## config.mk

```make
export PLATFORM = sky130hd
export DESIGN_NAME = bit_serializer
export DESIGN_NICKNAME = d
export VERILOG_FILES = /design/src/rtl/serializer_pkg.sv /design/src/rtl/piso_shift_reg.sv /design/src/rtl/bit_serializer.sv
export SDC_FILE = /design/constraint.sdc
export NUM_CORES = 1
export LEC_CHECK = 0
export BUFFER_PORTS_ARGS = -buffer_cell sky130_fd_sc_hd__buf_4
export CAP_MARGIN = 15
export CORE_UTILIZATION = 58
export CTS_CLUSTER_SIZE = 8
export DETAILED_ROUTE_END_ITERATION = 6
export GPL_TIMING_DRIVEN = 1
export PLACE_DENSITY = 0.84
export SETUP_SLACK_MARGIN = 0.4
export SLEW_MARGIN = 5
export SYNTH_ARGS = -nofsm -noshare
export SYNTH_HDL_FRONTEND = slang
export SYNTH_SLANG_ARGS = --single-unit
export TNS_END_PERCENT = 10
```

## constraint.sdc

```tcl
create_clock -name clk -period 3.9 [get_ports clk]
set_input_delay 0.195 -clock clk [delete_from_list [all_inputs] [get_ports clk]]
set_output_delay 0.195 -clock clk [all_outputs]
set_load 0.02 [all_outputs]
```

## src/rtl/serializer_pkg.sv

```systemverilog
// rtl/serializer_pkg.sv - shared state encoding and default width for the bit serializer
package serializer_pkg;

  localparam int DEFAULT_WIDTH = 8;

  typedef enum logic {
    IDLE  = 1'b0,
    SHIFT = 1'b1
  } ser_state_e;

endpackage

```

## src/rtl/piso_shift_reg.sv

```systemverilog
// rtl/piso_shift_reg.sv - parallel-in serial-out shift register with load priority over shift
module piso_shift_reg #(
  parameter int WIDTH     = 8,
  parameter int MSB_FIRST = 1
) (
  input  logic             clk,
  input  logic             reset,
  input  logic             load,
  input  logic [WIDTH-1:0] load_data,
  input  logic             shift_en,
  output logic             serial_out
);

  logic [WIDTH-1:0] sr_q;
  logic [WIDTH-1:0] sr_d;
  logic [WIDTH-1:0] sr_shifted;

  // Vacated positions fill with zero so the register drains to all-zero.
  generate
    if (MSB_FIRST != 0) begin : g_msb
      assign sr_shifted = {sr_q[WIDTH-2:0], 1'b0};
      assign serial_out = sr_q[WIDTH-1];
    end else begin : g_lsb
      assign sr_shifted = {1'b0, sr_q[WIDTH-1:1]};
      assign serial_out = sr_q[0];
    end
  endgenerate

  always_comb begin
    sr_d = sr_q;
    if (load) begin
      sr_d = load_data;
    end else if (shift_en) begin
      sr_d = sr_shifted;
    end
  end

  always_ff @(posedge clk) begin
    if (reset) begin
      sr_q <= '0;
    end else begin
      sr_q <= sr_d;
    end
  end

endmodule

```

## src/rtl/bit_serializer.sv

```systemverilog
// rtl/bit_serializer.sv - word-to-bit serializer with one-word holding buffer and gapless back-to-back output
module bit_serializer
  import serializer_pkg::*;
#(
  parameter int WIDTH     = DEFAULT_WIDTH,
  parameter int MSB_FIRST = 1
) (
  input  logic             clk,
  input  logic             reset,
  input  logic [WIDTH-1:0] data_in,
  input  logic             load_valid,
  output logic             load_ready,
  output logic             dout,
  output logic             dout_valid,
  output logic             last_bit
);

  localparam int            CW       = $clog2(WIDTH);
  localparam logic [CW-1:0] CNT_LAST = CW'(WIDTH - 1);

  ser_state_e       state_q, state_d;
  logic [CW-1:0]    cnt_q, cnt_d;
  logic [WIDTH-1:0] hb_q, hb_d;
  logic             hb_full_q, hb_full_d;
  logic             dout_valid_q, dout_valid_d;
  logic             last_bit_q, last_bit_d;

  logic             sr_load;
  logic [WIDTH-1:0] sr_data;
  logic             sr_shift;
  logic             xfer;
  logic             in_last;

  assign load_ready = ~hb_full_q;
  assign xfer       = load_valid & ~hb_full_q;
  assign in_last    = (state_q == SHIFT) && (cnt_q == CNT_LAST);

  always_comb begin
    state_d   = state_q;
    cnt_d     = cnt_q;
    hb_d      = hb_q;
    hb_full_d = hb_full_q;
    sr_load   = 1'b0;
    sr_data   = '0;
    sr_shift  = 1'b0;

    case (state_q)
      IDLE: begin
        if (xfer) begin
          sr_load = 1'b1;
          sr_data = data_in;
          cnt_d   = '0;
          state_d = SHIFT;
        end
      end
      SHIFT: begin
        if (!in_last) begin
          sr_shift = 1'b1;
          cnt_d    = cnt_q + 1'b1;
          if (xfer) begin
            hb_d      = data_in;
            hb_full_d = 1'b1;
          end
        end else if (hb_full_q) begin
          sr_load   = 1'b1;
          sr_data   = hb_q;
          hb_full_d = 1'b0;
          cnt_d     = '0;
        end else if (xfer) begin
          sr_load = 1'b1;
          sr_data = data_in;
          cnt_d   = '0;
        end else begin
          // Load zeros so dout rests low while idle.
          sr_load = 1'b1;
          sr_data = '0;
          cnt_d   = '0;
          state_d = IDLE;
        end
      end
      default: begin
        state_d = IDLE;
      end
    endcase

    dout_valid_d = (state_d == SHIFT);
    last_bit_d   = (state_d == SHIFT) && (cnt_d == CNT_LAST);
  end

  always_ff @(posedge clk) begin
    if (reset) begin
      state_q      <= IDLE;
      cnt_q        <= '0;
      hb_q         <= '0;
      hb_full_q    <= 1'b0;
      dout_valid_q <= 1'b0;
      last_bit_q   <= 1'b0;
    end else begin
      state_q      <= state_d;
      cnt_q        <= cnt_d;
      hb_q         <= hb_d;
      hb_full_q    <= hb_full_d;
      dout_valid_q <= dout_valid_d;
      last_bit_q   <= last_bit_d;
    end
  end

  assign dout_valid = dout_valid_q;
  assign last_bit   = last_bit_q;

  piso_shift_reg #(
    .WIDTH     (WIDTH),
    .MSB_FIRST (MSB_FIRST)
  ) u_piso (
    .clk        (clk),
    .reset      (reset),
    .load       (sr_load),
    .load_data  (sr_data),
    .shift_en   (sr_shift),
    .serial_out (dout)
  );

endmodule

```

==> results.toml, run 1 <==
[detailed_routing]
routedWlPerCell_um = 13.84
routed_wl_mm = 2.062
drt_first_pass_iters = 4
via_count = 892
dr.first_iter.drc_count = 22
viasPerCell = 5.987
drtAntennaViolNets = 0
drc = 0

[global_route]
grt_pass1_vias = 791
antenna_found_initial = 0
grt_start_max_net_pins = 27
grt_overflow = 0
grt_pass1_wl_mm = 3.525
track_usage = 0.2397

[place]
dp_hpwl_mm = 1.482
place_ws_ns = 2.071
place.gp.congestion = 0.7632
numPortBuffers = 14
dp.cells = 145

[yosys]
ys_ff_latch = 22
syn_nets = 128
syn_inst = 115
netlist_area_sq_um = 1107
synth_seq_area_share = 0.3977
yosys.cell_types.count = 31
yosys_warnings = 0
ys_top_cells_by_area = "dfxtp_1 40%, a2111oi_2 8.1%, mux2i_1 7.2%, nor2_1 5.8%, a31oi_1 5.6%"
syn_avg_cell_area_sq_um = 9.629
synth_top_area_share = 0.3977
synth_top_area_cell = "dfxtp_1"

[worst_setup_path]
arrival_ns = 2.09
path_class = "register to register"
endpoint = "u_piso.sr_q[7]$_SDFFE_PP0P_"
critPathLaunchType = "register"
path_cells = "nand2b_1, a21boi_4, a2111oi_2"
startpoint = "dout_valid$_SDFF_PP0_"
cpPeakStageDelay_ns = 0.81
cp_slowest_cell = "dfxtp_1"
regToRegEndpoint = "u_piso.sr_q[7]$_SDFFE_PP0P_"
end_kind = "register"
r2r_cells = 3
r2r_slack_ns = 2.03
crit_path_max_fanout = 26
required_ns = 4.12
r2r-start = "dout_valid$_SDFF_PP0_"

[sta]
finalClockSkew_ns = 0.0008658
period_share = 0.4787
max_freq_ghz = 0.5356
slew_headroom = 0.5161
rsz0062_at_grt = "no"
fin_ws_ns = 2.033
tns_ns = 0
setup_viol = 0
hold_violations = 0
worst_slew_pin_slew_ns = 0.7248
slew_violations = 0
layout_min_cycle_time_ns = 1.867

[finish]
final_cell_mix = "22 x dfxtp_1, 17 x nor2_1, 14 x buf_4"
multiInputGateArea_sq_um = 576.8
insertedDiodeCount = 0
fillers = 147
final_cells = 149
layout.nets = 138
syn_to_final_growth_pct = 8.474
final_common_cell = "dfxtp_1"
regArea_sq_um = 440.4
final_layout_size_suffix_gt1_frac = 0.2661

[floorplan]
ios = 15
dieHeight_um = 45.70
dieArea_sq_um = 2088
initial_core_util = 0.6277
core_area_sq_um = 1764
die_x_um = 45.70
rows = 15

[clocking]
numClockSinks = 22
cts_buffers = 3
clk_latency_ns = 0.32
clockBufferDepth = 2
cts_root_buf = "clkbuf_4"
cts_tree = "yes"
post_cts_resized = 0
holdBufCountCts = 0
htreeDepth = 1
cts_setup_buffers = 0
clk_pin_slew_worst_paths_ns = 0.11

[power]
ir_drop_mv = 0.2830
p_per_area_nw_per_um2 = 379.6
power_leakage_nw = 0.4844

[hold_path]
worstHoldPathType = "input pin to register"

[status]
status = "finished clean"

[job]
cap_violations = 0
[cells by family after synthesis]
group,synth area share
AO/OA/AOI/OAI,0.1977
adder cells (fa/ha/maj),0.02260
buffers and inverters,0.08135
flip-flops,0.3977
multiplexers,0.07232
AND/OR/NAND/NOR,0.2282
[synth_stat cells]
| cell type | count |
|---|---|
| a2111oi_2 | 6 |
| a211oi_1 | 1 |
| a21boi_4 | 1 |
| a21oi_1 | 4 |
| a31oi_1 | 10 |
| and2b_1 | 1 |
| and2b_2 | 1 |
| and3_1 | 4 |
| and3_2 | 4 |
| and3b_2 | 1 |
| and4bb_2 | 1 |
| buf_2 | 2 |
| buf_4 | 2 |
| buf_6 | 2 |
| clkbuf_1 | 1 |
| clkbuf_8 | 2 |
| dfxtp_1 | 22 |
| ha_1 | 2 |
| inv_1 | 3 |
| mux2i_1 | 8 |
| nand2_1 | 2 |
| nand2b_1 | 1 |
| nand3_1 | 3 |
| nor2_1 | 17 |
| nor3_1 | 7 |
| nor3b_1 | 2 |
| o2111ai_1 | 1 |
| o21ai_0 | 1 |
| o22ai_1 | 1 |
| or2b_1 | 1 |
| or2b_2 | 1 |
[per-stage QoR]
step | utilization | power (mW) | instance area [sq um] | hold WS (ns)
4_1_cts | 0.6809 | 0.4597 | 1201 | 0.1140
3_3_place_gp | 0.6603 | 0.3319 | 1165 | 0.4445
5_1_grt | 0.6809 | 0.4810 | 1201 | 0.1045
6_report | 0.6809 | 0.4559 | 1201 | 0.1186
3_5_place_dp | 0.6603 | 0.3346 | 1165 | 0.4550
2_1_floorplan | - | 0.3186 | 1107 | 0.2639
[how the worst min path moves through the flow]
stage / start / endpoint / slack, ns / depth (start not counted)
after detailed placement: data_in[3] / hb_q[3]$_SDFFE_PP0P_ / 0.45 / 3
after floorplan: reset / u_piso.sr_q[7]$_SDFFE_PP0P_ / 0.26 / 1
after global placement: data_in[5] / hb_q[5]$_SDFFE_PP0P_ / 0.44 / 3
final: data_in[3] / hb_q[3]$_SDFFE_PP0P_ / 0.12 / 3
after global routing: data_in[3] / hb_q[3]$_SDFFE_PP0P_ / 0.10 / 3
after CTS: data_in[3] / hb_q[3]$_SDFFE_PP0P_ / 0.11 / 3
[sequential cells by signal, summed over array words and instances, names as in the netlist]
register,flops
dout_valid,1
last_bit,1
hb_full_q,1
hb_q,8
u_piso.sr_q,8
cnt_q,3
[power by group]
part           total (mW)  internal, mW  switching, mW
sequential          0.252         0.239         0.0134
combinational      0.0779        0.0346         0.0434
clock               0.126        0.0572         0.0689
total               0.456         0.330          0.126
[area by class of cell]
class,instances,area share
inverter,3,0.009375
tap,25,0.02604
multi-input combinational,81,0.4802
timing repair buffer,14,0.08750
sequential,22,0.3667
clock buffer,4,0.03021
[worst max-delay path: cells and delay by family (launching register included)]
kind               cells  cell delay, ns
and+or+nand+nor        1            0.37
AOI/OAI and AO/OA      2            0.59
DFF                    1            0.81
[routing by layer]
| metal | up-vias | share of wire | global-route usage |
|---|---|---|---|
| met3 | 5 | 0.065 | 0.08730 |
| met2 | 32 | 0.45 | 0.3657 |
| met1 | 415 | 0.47 | 0.3163 |
| met4 | 0 | 0.013 | 0.07059 |
| li1 | 440 | - | - |
| met5 | - | 0 | 0 |
No activity file was read; power rests on OpenSTA's default activity.
==> inputs of run 2 (changes only) <==
--- a/config.mk
+++ b/config.mk
@@ -7,11 +7,12 @@
 export LEC_CHECK = 0
 export BUFFER_PORTS_ARGS = -buffer_cell sky130_fd_sc_hd__buf_4
 export CAP_MARGIN = 15
-export CORE_UTILIZATION = 58
+export CORE_ASPECT_RATIO = 1.5
+export CORE_UTILIZATION = 55
 export CTS_CLUSTER_SIZE = 8
 export DETAILED_ROUTE_END_ITERATION = 6
 export GPL_TIMING_DRIVEN = 1
-export PLACE_DENSITY = 0.84
+export PLACE_DENSITY = 0.81
 export SETUP_SLACK_MARGIN = 0.4
 export SLEW_MARGIN = 5
 export SYNTH_ARGS = -nofsm -noshare
==> constraint.sdc (replaced) <==
create_clock -name clk -period 1.9 [get_ports clk]
set_input_delay 0.095 -clock clk [delete_from_list [all_inputs] [get_ports clk]]
set_output_delay 0.095 -clock clk [all_outputs]
set_load 0.02 [all_outputs]
==> results.toml, run 2 (synthesis gave the netlist of run 1 again) <==
[sta]
fin_ws_ns = 0.3917
tns_ns = 0
slew_violations = 0
rsz0062_at_grt = "yes"
finalClockSkew_ns = 0.006339
hold_violations = 0
worst_slew_pin_slew_ns = 0.3599
period_share = 0.7939
setup_viol = 0
layout_min_cycle_time_ns = 1.508
slew_headroom = 0.7597
max_freq_ghz = 0.6630

[global_route]
grt_use_met3 = 0.02335
antenna_found_initial = 0
grt_pass1_vias = 912
gr-usage-met1 = 0.2929
use_met2 = 0.3690
track_usage = 0.2248
busiest_layer = "met2"
grt_overflow = 0
grt_pass1_wl_mm = 3.698
grt_start_max_net_pins = 23

[worst_setup_path]
end_kind = "register"
required_ns = 2.11
arrival_ns = 1.71
path_class = "register to register"
critPathLaunchType = "register"
crit_path_max_fanout = 8

[finish]
fin_area_sq_um = 1308
syn_to_final_growth_pct = 18.08
top_regs = "hb_q x8, u_piso.sr_q x8, cnt_q x3"
final_layout_size_suffix_gt1_frac = 0.3333
layout.nets = 143
fin_util = 0.7051
final_cells = 150
final_cell_mix = "19 x dfxtp_1, 19 x buf_4, 17 x nor2_1"
fillers = 150
insertedDiodeCount = 0

[detailed_routing]
routed_wl_mm = 2.214
drt_first_pass_iters = 4
drtAntennaViolNets = 0
via_count = 901
routedWlPerCell_um = 14.76
viasPerCell = 6.007
drc = 0
dr.first_iter.drc_count = 17

[power]
power_leakage_nw = 0.5152
ir_drop_mv = 0.6010
p_per_area_nw_per_um2 = 811.7

[floorplan]
dieHeight_um = 56.96
ios = 15
initial_core_util = 0.5972
dieArea_sq_um = 2200
rows = 19
core_area_sq_um = 1854
die_x_um = 38.64

[clocking]
cts_root_buf = "clkbuf_4"
clk_pin_slew_worst_paths_ns = 0.13
cts_buffers = 3
clk_latency_ns = 0.31
numClockSinks = 22
holdBufCountCts = 0
cts_tree = "yes"
clockBufferDepth = 2
htreeDepth = 1

[place]
place.gp.congestion = 0.8005
numPortBuffers = 14
dp_hpwl_mm = 1.546
place_ws_ns = 0.2838
dp.cells = 143
placed_area_sq_um = 1190

[job]
cap_violations = 0

[hold_path]
worstHoldPathType = "input pin to register"

[status]
status = "finished clean"
[run 2: repair_timing]
item / 4_1_cts / 5_1_grt
endpoints found under the setup margin: 14 / 15
buffers inserted: 0 / 3
gates resized for setup: 2 / 5
pin swaps: 1 / 2
[run 2: worst paths after layout]
| check | start | end | slack [ns] | cells after the start |
|---|---|---|---|---|
| max | cnt_q[0]$_SDFF_PP0_ | hb_q[2]$_SDFFE_PP0P_ | 0.39 | 5 |
| max reg2reg | cnt_q[0]$_SDFF_PP0_ | hb_q[2]$_SDFFE_PP0P_ | 0.39 | 5 |
| min reg2reg | hb_q[3]$_SDFFE_PP0P_ | hb_q[3]$_SDFFE_PP0P_ | 0.50 | 2 |
| min | data_in[3] | hb_q[3]$_SDFFE_PP0P_ | 0.02 | 3 |
[run 2: stage by stage]
step | hold slack [ns] | total power [mW]
6_report | 0.02109 | 1.061
5_1_grt | 0.01509 | 1.104
3_3_place_gp | 0.3454 | 0.6877
3_5_place_dp | 0.3552 | 0.6933
4_1_cts | 0.02211 | 1.049
2_1_floorplan | 0.1639 | 0.6544
[run 2: final cells by class]
cell class              count  area, sq um  area share
clock buffers               3        22.52     0.01722
clock inverters             1        30.03     0.02297
inverters                   3        11.26    0.008612
multi-input cells          81        630.6      0.4823
flip-flops and latches     22        444.2      0.3397
well taps                  21        26.28     0.02010
repair buffers             19        142.6      0.1091
[run 2: worst max-delay path, stage by stage (launching register included)]
cell and delay [ns]:
dfxtp_2 0.36, ha_4 0.16, ha_4 0.17, and4bb_4 0.44
mux2i_1 0.22, nor2_1 0.06
[run 2: where the power goes]
| part | switching, mW | internal, mW |
|---|---|---|
| clock | 0.145 | 0.213 |
| combinational | 0.104 | 0.0850 |
| sequential | 0.0233 | 0.491 |
| total | 0.272 | 0.789 |
[run 2: metal layers]
| layer | wire length, um | up-vias | share of wire |
|---|---|---|---|
| met5 | 0 | - | 0 |
| met1 | 960 | 426 | 0.43 |
| met2 | 1159 | 22 | 0.52 |
| li1 | - | 449 | - |
| met3 | 65 | 4 | 0.029 |
| met4 | 29 | 0 | 0.013 |
